--- config.mk ---
export PLATFORM = sky130hd
export DESIGN_NAME = aes_byte_ctrl
export DESIGN_NICKNAME = d
export VERILOG_FILES = /design/src/rtl/aes_byte_ctrl.sv
export SDC_FILE = /design/constraint.sdc
export NUM_CORES = 1
export LEC_CHECK = 0
export CORE_MARGIN = 1.5
export CORE_UTILIZATION = 35
export CTS_CLUSTER_DIAMETER = 200
export DETAILED_ROUTE_END_ITERATION = 8
export MAX_ROUTING_LAYER = met4
export PLACE_DENSITY = 0.66
export SYNTH_ARGS = -nofsm -noshare
export SYNTH_HDL_FRONTEND = slang
export SYNTH_SLANG_ARGS = --single-unit
--- constraint.sdc ---
create_clock -name clk_clk -period 2.6 [get_ports clk_clk]
set_input_delay 0.39 -clock clk_clk [delete_from_list [all_inputs] [get_ports clk_clk]]
set_output_delay 0.39 -clock clk_clk [all_outputs]
set_load 0.05 [all_outputs]
--- src/rtl/aes_byte_ctrl.sv ---
// rtl/aes_byte_ctrl.sv - byte-serial command controller for the AES core
// Decodes an 8-bit command stream, assembles key/data, launches the core and returns results.
module aes_byte_ctrl #(
  parameter int TIMEOUT = 1024
) (
  input  logic         clk_clk,
  input  logic         reset_reset_n,
  input  logic         soft_reset,
  input  logic         avs_read,
  input  logic         avs_write,
  input  logic [7:0]   avs_writedata,
  output logic [7:0]   avs_readdata,
  output logic [127:0] aes_key,
  output logic [127:0] aes_din,
  output logic         aes_start,
  input  logic         aes_done,
  input  logic [127:0] aes_dout
);
  localparam int TW = $clog2(TIMEOUT + 1);

  typedef enum logic [2:0] {
    S_IDLE, S_KEY, S_DATA, S_START, S_BUSY, S_DONE, S_OUT
  } state_t;

  state_t         state_q, state_d;
  logic [3:0]     cnt_q, cnt_d;
  logic           key_valid_q, key_valid_d;
  logic           err_q, err_d;
  logic [127:0]   key_q, key_d;
  logic [127:0]   din_q, din_d;
  logic [127:0]   result_q, result_d;
  logic [7:0]     rdata_q, rdata_d;
  logic [TW-1:0]  tmo_q, tmo_d;

  logic [7:0]     status;
  logic [7:0]     result_byte;
  logic [6:0]     byte_pos;

  always_ff @(posedge clk_clk or negedge reset_reset_n) begin
    if (!reset_reset_n) begin
      state_q     <= S_IDLE;
      cnt_q       <= '0;
      key_valid_q <= 1'b0;
      err_q       <= 1'b0;
      key_q       <= '0;
      din_q       <= '0;
      result_q    <= '0;
      rdata_q     <= '0;
      tmo_q       <= '0;
    end else begin
      state_q     <= state_d;
      cnt_q       <= cnt_d;
      key_valid_q <= key_valid_d;
      err_q       <= err_d;
      key_q       <= key_d;
      din_q       <= din_d;
      result_q    <= result_d;
      rdata_q     <= rdata_d;
      tmo_q       <= tmo_d;
    end
  end

  // Byte cnt sits at bit offset 8*(15-cnt) so byte 0 lands in the top bits.
  assign byte_pos = {~cnt_q, 3'b000};

  always_comb begin
    state_d     = state_q;
    cnt_d       = cnt_q;
    key_valid_d = key_valid_q;
    err_d       = err_q;
    key_d       = key_q;
    din_d       = din_q;
    result_d    = result_q;
    rdata_d     = rdata_q;
    tmo_d       = tmo_q;

    if (avs_read) begin
      rdata_d = (state_q == S_OUT) ? result_byte : status;
    end

    case (state_q)
      S_IDLE: begin
        if (avs_write) begin
          case (avs_writedata)
            8'h00: err_d = 1'b0;
            8'h01: begin
              state_d     = S_KEY;
              cnt_d       = '0;
              key_valid_d = 1'b0;
            end
            8'h02: begin
              if (key_valid_q) begin
                state_d = S_DATA;
                cnt_d   = '0;
              end else begin
                err_d = 1'b1;
              end
            end
            default: err_d = 1'b1;
          endcase
        end
      end
      S_KEY: begin
        if (avs_write) begin
          key_d[byte_pos +: 8] = avs_writedata;
          cnt_d                = cnt_q + 4'd1;
          if (cnt_q == 4'd15) begin
            key_valid_d = 1'b1;
            state_d     = S_IDLE;
          end
        end
      end
      S_DATA: begin
        if (avs_write) begin
          din_d[byte_pos +: 8] = avs_writedata;
          cnt_d                = cnt_q + 4'd1;
          if (cnt_q == 4'd15) begin
            state_d = S_START;
          end
        end
      end
      S_START: begin
        tmo_d   = '0;
        state_d = S_BUSY;
      end
      S_BUSY: begin
        // Abort outranks a coincident completion; completion outranks timeout.
        if (avs_write && avs_writedata == 8'h00) begin
          state_d = S_IDLE;
        end else if (aes_done) begin
          result_d = aes_dout;
          state_d  = S_DONE;
        end else if (tmo_q == TW'(TIMEOUT - 1)) begin
          err_d   = 1'b1;
          state_d = S_IDLE;
        end else begin
          tmo_d = tmo_q + 1'b1;
        end
      end
      S_DONE: begin
        if (avs_write && avs_writedata == 8'h03) begin
          state_d = S_OUT;
          cnt_d   = '0;
        end else if (avs_write && avs_writedata == 8'h00) begin
          state_d = S_IDLE;
        end
      end
      S_OUT: begin
        if (avs_write) begin
          if (avs_writedata == 8'h00) begin
            state_d = S_IDLE;
          end
        end else if (avs_read) begin
          cnt_d = cnt_q + 4'd1;
          if (cnt_q == 4'd15) begin
            state_d = S_IDLE;
          end
        end
      end
      default: state_d = S_IDLE;
    endcase

    if (soft_reset) begin
      state_d     = S_IDLE;
      cnt_d       = '0;
      key_valid_d = 1'b0;
      err_d       = 1'b0;
      key_d       = '0;
      din_d       = '0;
      result_d    = '0;
      rdata_d     = '0;
      tmo_d       = '0;
    end
  end

  always_comb begin
    status      = {(state_q == S_START) || (state_q == S_BUSY),
                   state_q == S_DONE, key_valid_q, err_q, cnt_q};
    result_byte = result_q[byte_pos +: 8];
    aes_start   = (state_q == S_START);
  end

  assign avs_readdata = rdata_q;
  assign aes_key      = key_q;
  assign aes_din      = din_q;

endmodule

# After elaboration in Yosys (flattened, before gate mapping)
# Cells that the tools add are included.
# totals
elab_cells	134
input_bits	142
output_inout_bits	265
reg_bits	412
# op_classes
mux	60
addsub	3
bitwise	1
eq_ne	34
n_reduce_logical	24
shift	3
# op_table
cell	n
128-bit two-way mux	10
128-bit bitwise mux	2
8-bit by 9-bit variable shift with 128-bit output (first input constant)	1
128-bit by 8-bit indexed part select with 8-bit output	1
8-bit by 9-bit indexed part select with 128-bit output	1
3-bit two-way mux	15
11-bit two-way mux	4
3-bit inequality test (second input constant)	12
4-bit two-way mux	7
8-bit two-way mux	3
11-bit one-hot mux with 2 select lines	1
3-bit one-hot mux with 7 select lines	1
8-bit by 2-bit == test with 1-bit output (second input constant)	2
4-bit one-hot mux with 4 select lines	1
4-bit inequality test (second input constant)	3
2-bit nonzero test	6
11-bit by 1-bit adder with 11-bit output (second input constant)	1
11-bit by 10-bit == test with 1-bit output (second input constant)	1
1-bit two-way mux	11
10-bit AND reduction	1
3-bit == test (second input constant)	3
7-bit negation with 9-bit output	1
3-bit nonzero test	3
8-bit by 1-bit == test with 1-bit output (second input constant)	1
other kinds (27)	33

# Depth between registers and ports, before layout
# Gate-level depths: netlist (run 1).
# logic_depth
word_depth	7
ltp_mapped	10
mapped_depth_nobuf	7

# Worst setup path before layout (run 1)
# No wires, ideal clock.
# synth_path
kind	reg-to-reg
startpoint	register cnt_q[0]
endpoint	register din_q[119] (netlist: aes_din[119])
path_buffers	2
stages_incl_launch_ff	10
setup_time_ps	125
t_required_ps	2475
period_less_slack_ps	2456
path_slack_ps	144
arrival_time_ps	2331
cell_sequence	dfrtp_1 -> buf_4 -> buf_4 -> inv_1 -> ha_1 -> nand2_1 -> a211oi_1 -> and2_1 -> nor2_1 -> a2bb2o_1
# synth_via
elab_chain_len	7
elab_cells_between_ends	8
classes_between	add/sub: 1; shift: 2; mux: 4; bitwise: 1
# synth_rtl
element	line_no	rtl
start, declared	26	logic [3:0] cnt_q, cnt_d;
start signal, assigned	52	cnt_q <= cnt_d;
4-bit inverter (*)	64	assign byte_pos = {~cnt_q, 3'b000};
7-bit negation with 9-bit output (*)	115	din_d[byte_pos +: 8] = avs_writedata;
8-bit by 9-bit indexed part select with 128-bit output / 8-bit by 9-bit variable shift with 128-bit output (equally long branches)	115	
128-bit bitwise mux (*)	115	
128-bit two-way mux (*)	114	if (avs_write) begin
128-bit two-way mux (*)	81	case (state_q)
128-bit two-way mux (*)	163	if (soft_reset) begin
end signal, assigned	56	din_q <= din_d;
end, declared	30	logic [127:0] din_q, din_d;
# Every way passes the cells marked *; elsewhere a longest branch is shown, timed or not. The select of a mux whose other input is x is not followed.
# A chain may end at the register's enable or synchronous reset.

# Worst setup path after layout (run 1)
# layout_path
startpoint	register cnt_q[0]
endpoint	register key_q[13] (netlist: aes_key[13])
# layout_via
elab_chain_len	7
elab_cells_between_ends	8
classes_between	add/sub: 1; shift: 2; mux: 4; bitwise: 1
# layout_rtl
element	line_no	rtl
4-bit inverter (*)	64	
7-bit negation with 9-bit output (*)	105	key_d[byte_pos +: 8] = avs_writedata;
8-bit by 9-bit indexed part select with 128-bit output / 8-bit by 9-bit variable shift with 128-bit output (equally long branches)	105	
128-bit bitwise mux (*)	105	
128-bit two-way mux (*)	104	if (avs_write) begin
128-bit two-way mux (*)	81	
128-bit two-way mux (*)	163	
end signal, assigned	55	key_q <= key_d;
end, declared	29	logic [127:0] key_q, key_d;
# Marks and branches as above.

==> results of run 1 <==
-- worst min-delay path by stage --
| stage | end | cells past startpoint | from |
|---|---|---|---|
| finish | key_valid_q | 2 | soft_reset |
| global route | key_valid_q | 2 | soft_reset |
| CTS | key_valid_q | 2 | soft_reset |
| detailed placement | aes_key[79] | 1 | reset_reset_n |
| global placement | aes_key[75] | 1 | reset_reset_n |
| floorplan | aes_din[0] | 0 | reset_reset_n |
-- final cells by class --
type | count | area [um^2]
fill | 4416 | 24600
clock buffer | 58 | 1230
antenna | 1 | 2.50
tap | 664 | 831
timing repair buffer | 509 | 5090
clock inverter | 21 | 282
inverter | 10 | 37.5
multi-input combinational | 1094 | 6750
sequential | 412 | 10300
-- sequential cells by signal, indices dropped and copies added (netlist names) --
name          flops
tmo_q            11
aes_din         128
avs_readdata      8
result_q        128
aes_key         128
state_q           3
cnt_q             4
err_q             1
key_valid_q       1
-- per-stage QoR --
step / cell area, um^2 / hold slack (ps)
floorplan: 17500 / 94.4
global placement: 23000 / 432
detailed placement: 23000 / 435
CTS: 24500 / 127
global route: 24500 / 147
finish: 24500 / 155
-- layer usage --
layer  vias to the layer above  global-route usage (%)
li1                       6702                       -
met1                      7447                    30.1
met2                       700                    37.6
met3                        92                    4.94
met4                         0                    7.74
met5                         -                       -
-- timing repair --
action | in CTS | in global routing
setup endpoints to repair | 0 | 53
endpoints found under the hold margin | 52 | 0
hold buffers | 1 | 0
resized for setup | 0 | 6
-- logic make-up (layout without fill, tap and decap cells) --
family | Yosys count | in the layout | share of synthesized area [%]
xor gates and xnor gates | 3 | 3 | 0.150
muxes | 55 | 55 | 5.68
DFF | 412 | 412 | 58.8
other | 0 | 1 | 0
adders and majority gates | 4 | 4 | 0.285
AOI/OAI and AO/OA | 486 | 486 | 18.7
and+or+nand+nor | 546 | 546 | 13.5
buffers and inverters | 119 | 598 | 3.00
-- layout by cell type, fill, tap and decap left out, types with 3 or more instances in the layout --
cell             netlist  routed
nor4b_1                3       3
nand4_1                7       7
nand2_1              384     384
bufinv_16              0       5
nand3_1               19      18
clkinvlp_4             0       3
or2_2                  3       3
clkbuf_16              0      44
clkinv_2               0       7
dfrtp_1              412     410
o21ai_0               93      93
clkbuf_8               0       8
a311oi_1               4       4
clkdlybuf4s50_1        0     401
o21ai_1               12      12
buf_4                  5      82
nor3b_1                3       3
o31ai_1                4       4
clkbuf_1              56       6
nand2b_1               6       5
inv_1                  9       9
a31oi_1               12      11
mux2i_1               14      14
nor3_1                 9       8
nor4_1                 4       4
a21oi_1              154     154
and2_1                17      17
mux2_2                 5       5
a211oi_1               4       4
buf_12                 0      20
a22o_1               172     172
o2bb2ai_1              6       6
ha_1                   4       3
nor2b_1               11      10
nor2_1                54      53
nor3_2                 2       3
and2_0                 4       4
mux4_2                35      35
-- synth_stat cells (5+ instances only) --
library cell / count
dfrtp_1: 412
nand2_1: 384
a22o_1: 172
a21oi_1: 154
o21ai_0: 93
clkbuf_1: 56
nor2_1: 54
buf_2: 42
mux4_2: 35
nand3_1: 19
and2_1: 17
mux2i_1: 14
a31oi_1: 12
o21ai_1: 12
nor2b_1: 11
inv_1: 9
nor3_1: 9
nand4_1: 7
nand2b_1: 6
o2bb2ai_1: 6
buf_1: 5
buf_4: 5
mux2_2: 5
-- worst max-delay path, cell delays in order (launching register included) --
cell and delay, ps:
dfrtp_2 430, ha_1 270, nor2b_1 170, a21oi_1 240, inv_1 90, a22o_1 310
a31oi_1 690, a22o_1 270
-- where the power goes --
part	internal (mW)	switching, mW	leakage [nW]
combinational	0.637	1.08	3.85
clock	3.87	2.71	0.741
sequential	6.50	0.0984	5.73
total	11.0	3.89	10.3
==> results.json, run 1 <==
{
  "outcome": "completed",
  "final-max-slew-violation-count": 0,
  "post-cts-setup-buffers": 0,
  "gr-usage-all-layers_pct": 23.6,
  "fmax_mhz": 397,
  "drive_gt1_share_pct": 11.8,
  "die_x_um": 227,
  "power.ir.vdd_worst_v": 0.000401,
  "dr.pass1.iters": 5,
  "cts_tree": "built",
  "fin_worst_skew_ps": 23.2,
  "cp-endpoint": "aes_key[13]",
  "cts_max_level": 2,
  "port_buffers": 406,
  "required_ps": 3130,
  "dp_slack_ps": -200,
  "drt_iter0_markers": 1470,
  "syn_area_per_cell_um2": 10.8,
  "fin_tns_setup_ps": 0,
  "dp_cells": 2688,
  "synth_fp_nets": 1771,
  "core-area_mm2": 0.0492,
  "max-slew-margin-rel_pct": 42.1,
  "total_power_mw": 14.9,
  "cts_max_path_buffers": 3,
  "synth_cells": 1625,
  "ys_top_cells_by_area": "dfrtp_1 (59%), a22o_1 (8.6%), nand2_1 (8.2%), mux4_2 (4.5%), a21oi_1 (4.4%)",
  "drcViolationCount": 0,
  "met2_wirelength_mm": 28.2,
  "clkTransAtPathRegs_ps": 70,
  "leakage_nw": 10.3,
  "final_antenna_net_count": 0,
  "die_h_um": 227,
  "worstPathArrival_ps": 3050,
  "grt_first_pass_wirelength_mm": 89.6,
  "synth.largest_area_cell": "dfrtp_1",
  "wl_met3_mm": 4.78,
  "highest_layer": "met4",
  "hp-class": "primary input to flop",
  "setup.worst_path.start": "cnt_q[0]",
  "rows": 81,
  "m1WireLength_mm": 24.8,
  "finalHoldViolations": 0,
  "grt_max_degree": 70,
  "clk_latency_ps": 590,
  "critPathMaxFanout": 8,
  "detailed_place_hpwl_mm": 43.1,
  "setup_viol": 0,
  "netlist_area_mm2": 0.0175,
  "async_reset_ff_share_pct": 100,
  "power_density_mw_per_mm2": 607,
  "worstMarginPinSlew_ps": 864,
  "die-area_mm2": 0.0515,
  "yosysSeqAreaShare_pct": 58.8,
  "final_util_pct": 49.9,
  "synth-edff-count": 0,
  "stdcell_count": 2769,
  "drt-wirelength-per-cell_um": 21.5,
  "yosysWarnings": 0,
  "fin_crit_ps": 2520,
  "finalWorstSetupSlack_ps": 78.4,
  "grt_pass1_vias": 14800,
  "start_util_pct": 35.7,
  "vias_per_cell": 5.40,
  "fin_nets": 2217,
  "routabilityCongestion": 0.914,
  "ios": 407,
  "post-route-period-util_pct": 97.0,
  "rsz0062_at_grt": "yes",
  "synth_cell_types": 71,
  "antenna_found_initial": 1,
  "max-cap-violations": 0,
  "totalWireLength_mm": 59.4,
  "syn_to_final_growth_pct": 39.8,
  "root_buffer": "clkbuf_16",
  "cts_sinks": 412,
  "synth-seq-cells": 412,
  "start_kind": "flop",
  "overflow": 0,
  "path_class": "flop to flop",
  "synth_top_area_share_pct": 58.8,
  "r2r_start": "cnt_q[0]",
  "vias": 14900,
  "end_kind": "flop",
  "synth_ff_type": "dfrtp_1",
  "r2r-end": "aes_key[13]",
  "rr_worst_depth": 7,
  "cts_made_buffers": 44,
  "reg2reg_slack_ps": 80
}
Note: power is estimated with default switching activity, not from simulation.
==> run 2, diff against run 1 <==
--- a/config.mk
+++ b/config.mk
@@ -11,6 +11,7 @@
 export DETAILED_ROUTE_END_ITERATION = 8
 export MAX_ROUTING_LAYER = met4
 export PLACE_DENSITY = 0.66
+export SKIP_LAST_GASP = 1
 export SYNTH_ARGS = -nofsm -noshare
 export SYNTH_HDL_FRONTEND = slang
 export SYNTH_SLANG_ARGS = --single-unit
==> results of run 2 <==
No change in the layout: final DEF, timing and power equal those of run 1.
==> run 3, diff against run 2 <==
--- a/config.mk
+++ b/config.mk
@@ -5,9 +5,11 @@
 export SDC_FILE = /design/constraint.sdc
 export NUM_CORES = 1
 export LEC_CHECK = 0
+export CAP_MARGIN = 40
 export CORE_MARGIN = 1.5
 export CORE_UTILIZATION = 35
 export CTS_CLUSTER_DIAMETER = 200
+export CTS_CLUSTER_SIZE = 30
 export DETAILED_ROUTE_END_ITERATION = 8
 export MAX_ROUTING_LAYER = met4
 export PLACE_DENSITY = 0.66
==> run 3 against run 2 <==
  * Worst setup slack worse by 25 ps
  * Sequential share of layout area is 1.9 points higher
  * Via count is 1.9% lower
  * Largest cell class unchanged
==> results.json, run 3 (synthesis gave the netlist of run 1 again) <==
{
  "syn_to_final_growth_pct": 33.7,
  "routabilityCongestion": 0.914,
  "max_stage_delay_ps": 710,
  "drive_gt1_share_pct": 9.49,
  "final_antenna_net_count": 0,
  "dr.pass1.iters": 5,
  "fillers": 4515,
  "hp-class": "primary input to flop",
  "gr-usage-all-layers_pct": 23.0,
  "required_ps": 3050,
  "antenna_found_initial": 1,
  "worstMarginPinSlew_ps": 880,
  "grt_max_degree": 70,
  "max-cap-violations": 0,
  "ios": 407,
  "grt_pass1_vias": 14500,
  "setup_viol": 0,
  "fin_crit_ps": 2550,
  "fmax_mhz": 393,
  "worstPathArrival_ps": 3000,
  "rows": 81,
  "p_switching_mw": 3.20,
  "post-route-period-util_pct": 97.9,
  "finalHoldViolations": 0,
  "totalWireLength_mm": 58.6,
  "power_density_mw_per_mm2": 492,
  "p_int_mw": 8.34,
  "overflow": 0,
  "die_x_um": 227,
  "drt_iter0_markers": 1309,
  "clk_latency_ps": 560,
  "cp_cell_sequence": "nand2_1 > o32ai_1 > a31oi_1 > a22o_1",
  "cts_sinks": 412,
  "cp_slowest_cell": "o32ai_1",
  "root_buffer": "clkbuf_16",
  "drt-wirelength-per-cell_um": 21.6,
  "layout_common_cells": "dfrtp_1 (410), clkdlybuf4s50_1 (401), nand2_1 (384)",
  "vias_per_cell": 5.41,
  "path_class": "flop to flop",
  "fin_nets": 2190,
  "start_kind": "flop",
  "grt_first_pass_wirelength_mm": 88.2,
  "placed_cell_area_mm2": 0.0230,
  "critPathMaxFanout": 16,
  "end_kind": "flop",
  "outcome": "completed",
  "clkTransAtPathRegs_ps": 120,
  "die_h_um": 227,
  "fin_worst_skew_ps": 20.9,
  "max-slew-margin-rel_pct": 41.3,
  "power.ir.vdd_worst_v": 0.000404,
  "start_util_pct": 35.7,
  "multi_input_area_mm2": 0.00674,
  "cts_max_level": 1,
  "holdWs_ps": 179,
  "cts_made_buffers": 17,
  "cts_max_path_buffers": 3,
  "seq_power_share_pct": 57.1,
  "final_common_cell": "dfrtp_1",
  "vias": 14700,
  "fin_area_mm2": 0.0235,
  "detailed_place_hpwl_mm": 43.1,
  "drcViolationCount": 0,
  "core-area_mm2": 0.0492,
  "leakage_nw": 9.80,
  "post-cts-setup-buffers": 0,
  "final-max-slew-violation-count": 0,
  "power_switching_share_pct": 27.7,
  "port_buffers": 406,
  "die-area_mm2": 0.0515,
  "cts_tree": "built",
  "clockPowerShare_pct": 28.1,
  "register_area_mm2": 0.0103,
  "rsz0062_at_grt": "yes",
  "power_frac_comb_pct": 14.8
}
==> run 3: cell count changes in the layout (fill, tap and decap cells not counted), moves of 2 or more <==
cell,before,now
clkinv_2,7,0
clkinvlp_4,3,0
clkbuf_8,8,0
clkbuf_1,6,1
bufinv_16,5,0
clkinv_4,2,0
clkbuf_16,44,17
==> run 3: layout make-up <==
| cell class | instances | area share [%] |
|---|---|---|
| Clock buffer | 18 | 1.83 |
| Multi-Input combinational cell | 1094 | 28.7 |
| Clock inverter | 2 | 0.0747 |
| Tap cell | 664 | 3.54 |
| Sequential cell | 412 | 44.0 |
| Inverter | 10 | 0.160 |
| Antenna cell | 1 | 0.0107 |
| Timing Repair Buffer | 509 | 21.7 |
==> run 3: per-layer routing <==
metal	wire length [um]	vias to the layer above	track usage (%)
met5	0	-	-
met4	1350	0	5.48
met3	4180	77	3.65
met2	28400	607	38.0
met1	24600	7383	29.8
li1	-	6592	-
==> run 3: power by group through the flow <==
stage | Clock [mW] | Combinational [mW] | Sequential, mW
global route | 3.56 | 1.81 | 6.60
floorplan | 0 | 0.614 | 6.92
finish | 3.24 | 1.71 | 6.59
CTS | 3.34 | 1.72 | 6.59
global placement | 0 | 1.69 | 6.71
detailed placement | 0 | 1.71 | 6.71
==> run 3: stage by stage <==
stage	instances	setup slack [ps]	utilization (%)	power, mW	TNS (ps)
global placement	2688	-214	46.8	8.40	-448
finish	2710	53.7	47.7	11.5	0
CTS	2709	53.5	47.7	11.6	0
global route	2710	-121	47.7	12.0	-2390
floorplan	1625	144	-	7.54	0
detailed placement	2688	-200	46.8	8.42	-451
==> run 3: critical path, delay by kind of cell, from the launching register on <==
kind / cells / cell delay [ps]
AND/OR/NAND/NOR: 1 / 240
flip-flops: 1 / 670
AO/OA/AOI/OAI: 3 / 1530
==> run 3: timing repair <==
action / CTS / global route
gates resized for setup: 0 / 7
hold buffers: 1 / 0
setup endpoints to repair: 0 / 72
endpoints found under the hold margin: 52 / 0
==> run 3: path summary, 6_finish.rpt <==
| check | cells after the start | slack (ps) | start | to |
|---|---|---|---|---|
| max reg2reg | 4 | 50 | cnt_q[3] | aes_din[75] |
| max in group asynchronous | 3 | 1360 | reset_reset_n | result_q[27] |
| min reg2reg | 2 | 490 | aes_key[53] | aes_key[53] |
| min in group asynchronous | 2 | 420 | reset_reset_n | aes_key[79] |
| min | 2 | 180 | soft_reset | key_valid_q |
| max | 4 | 50 | cnt_q[3] | aes_din[75] |
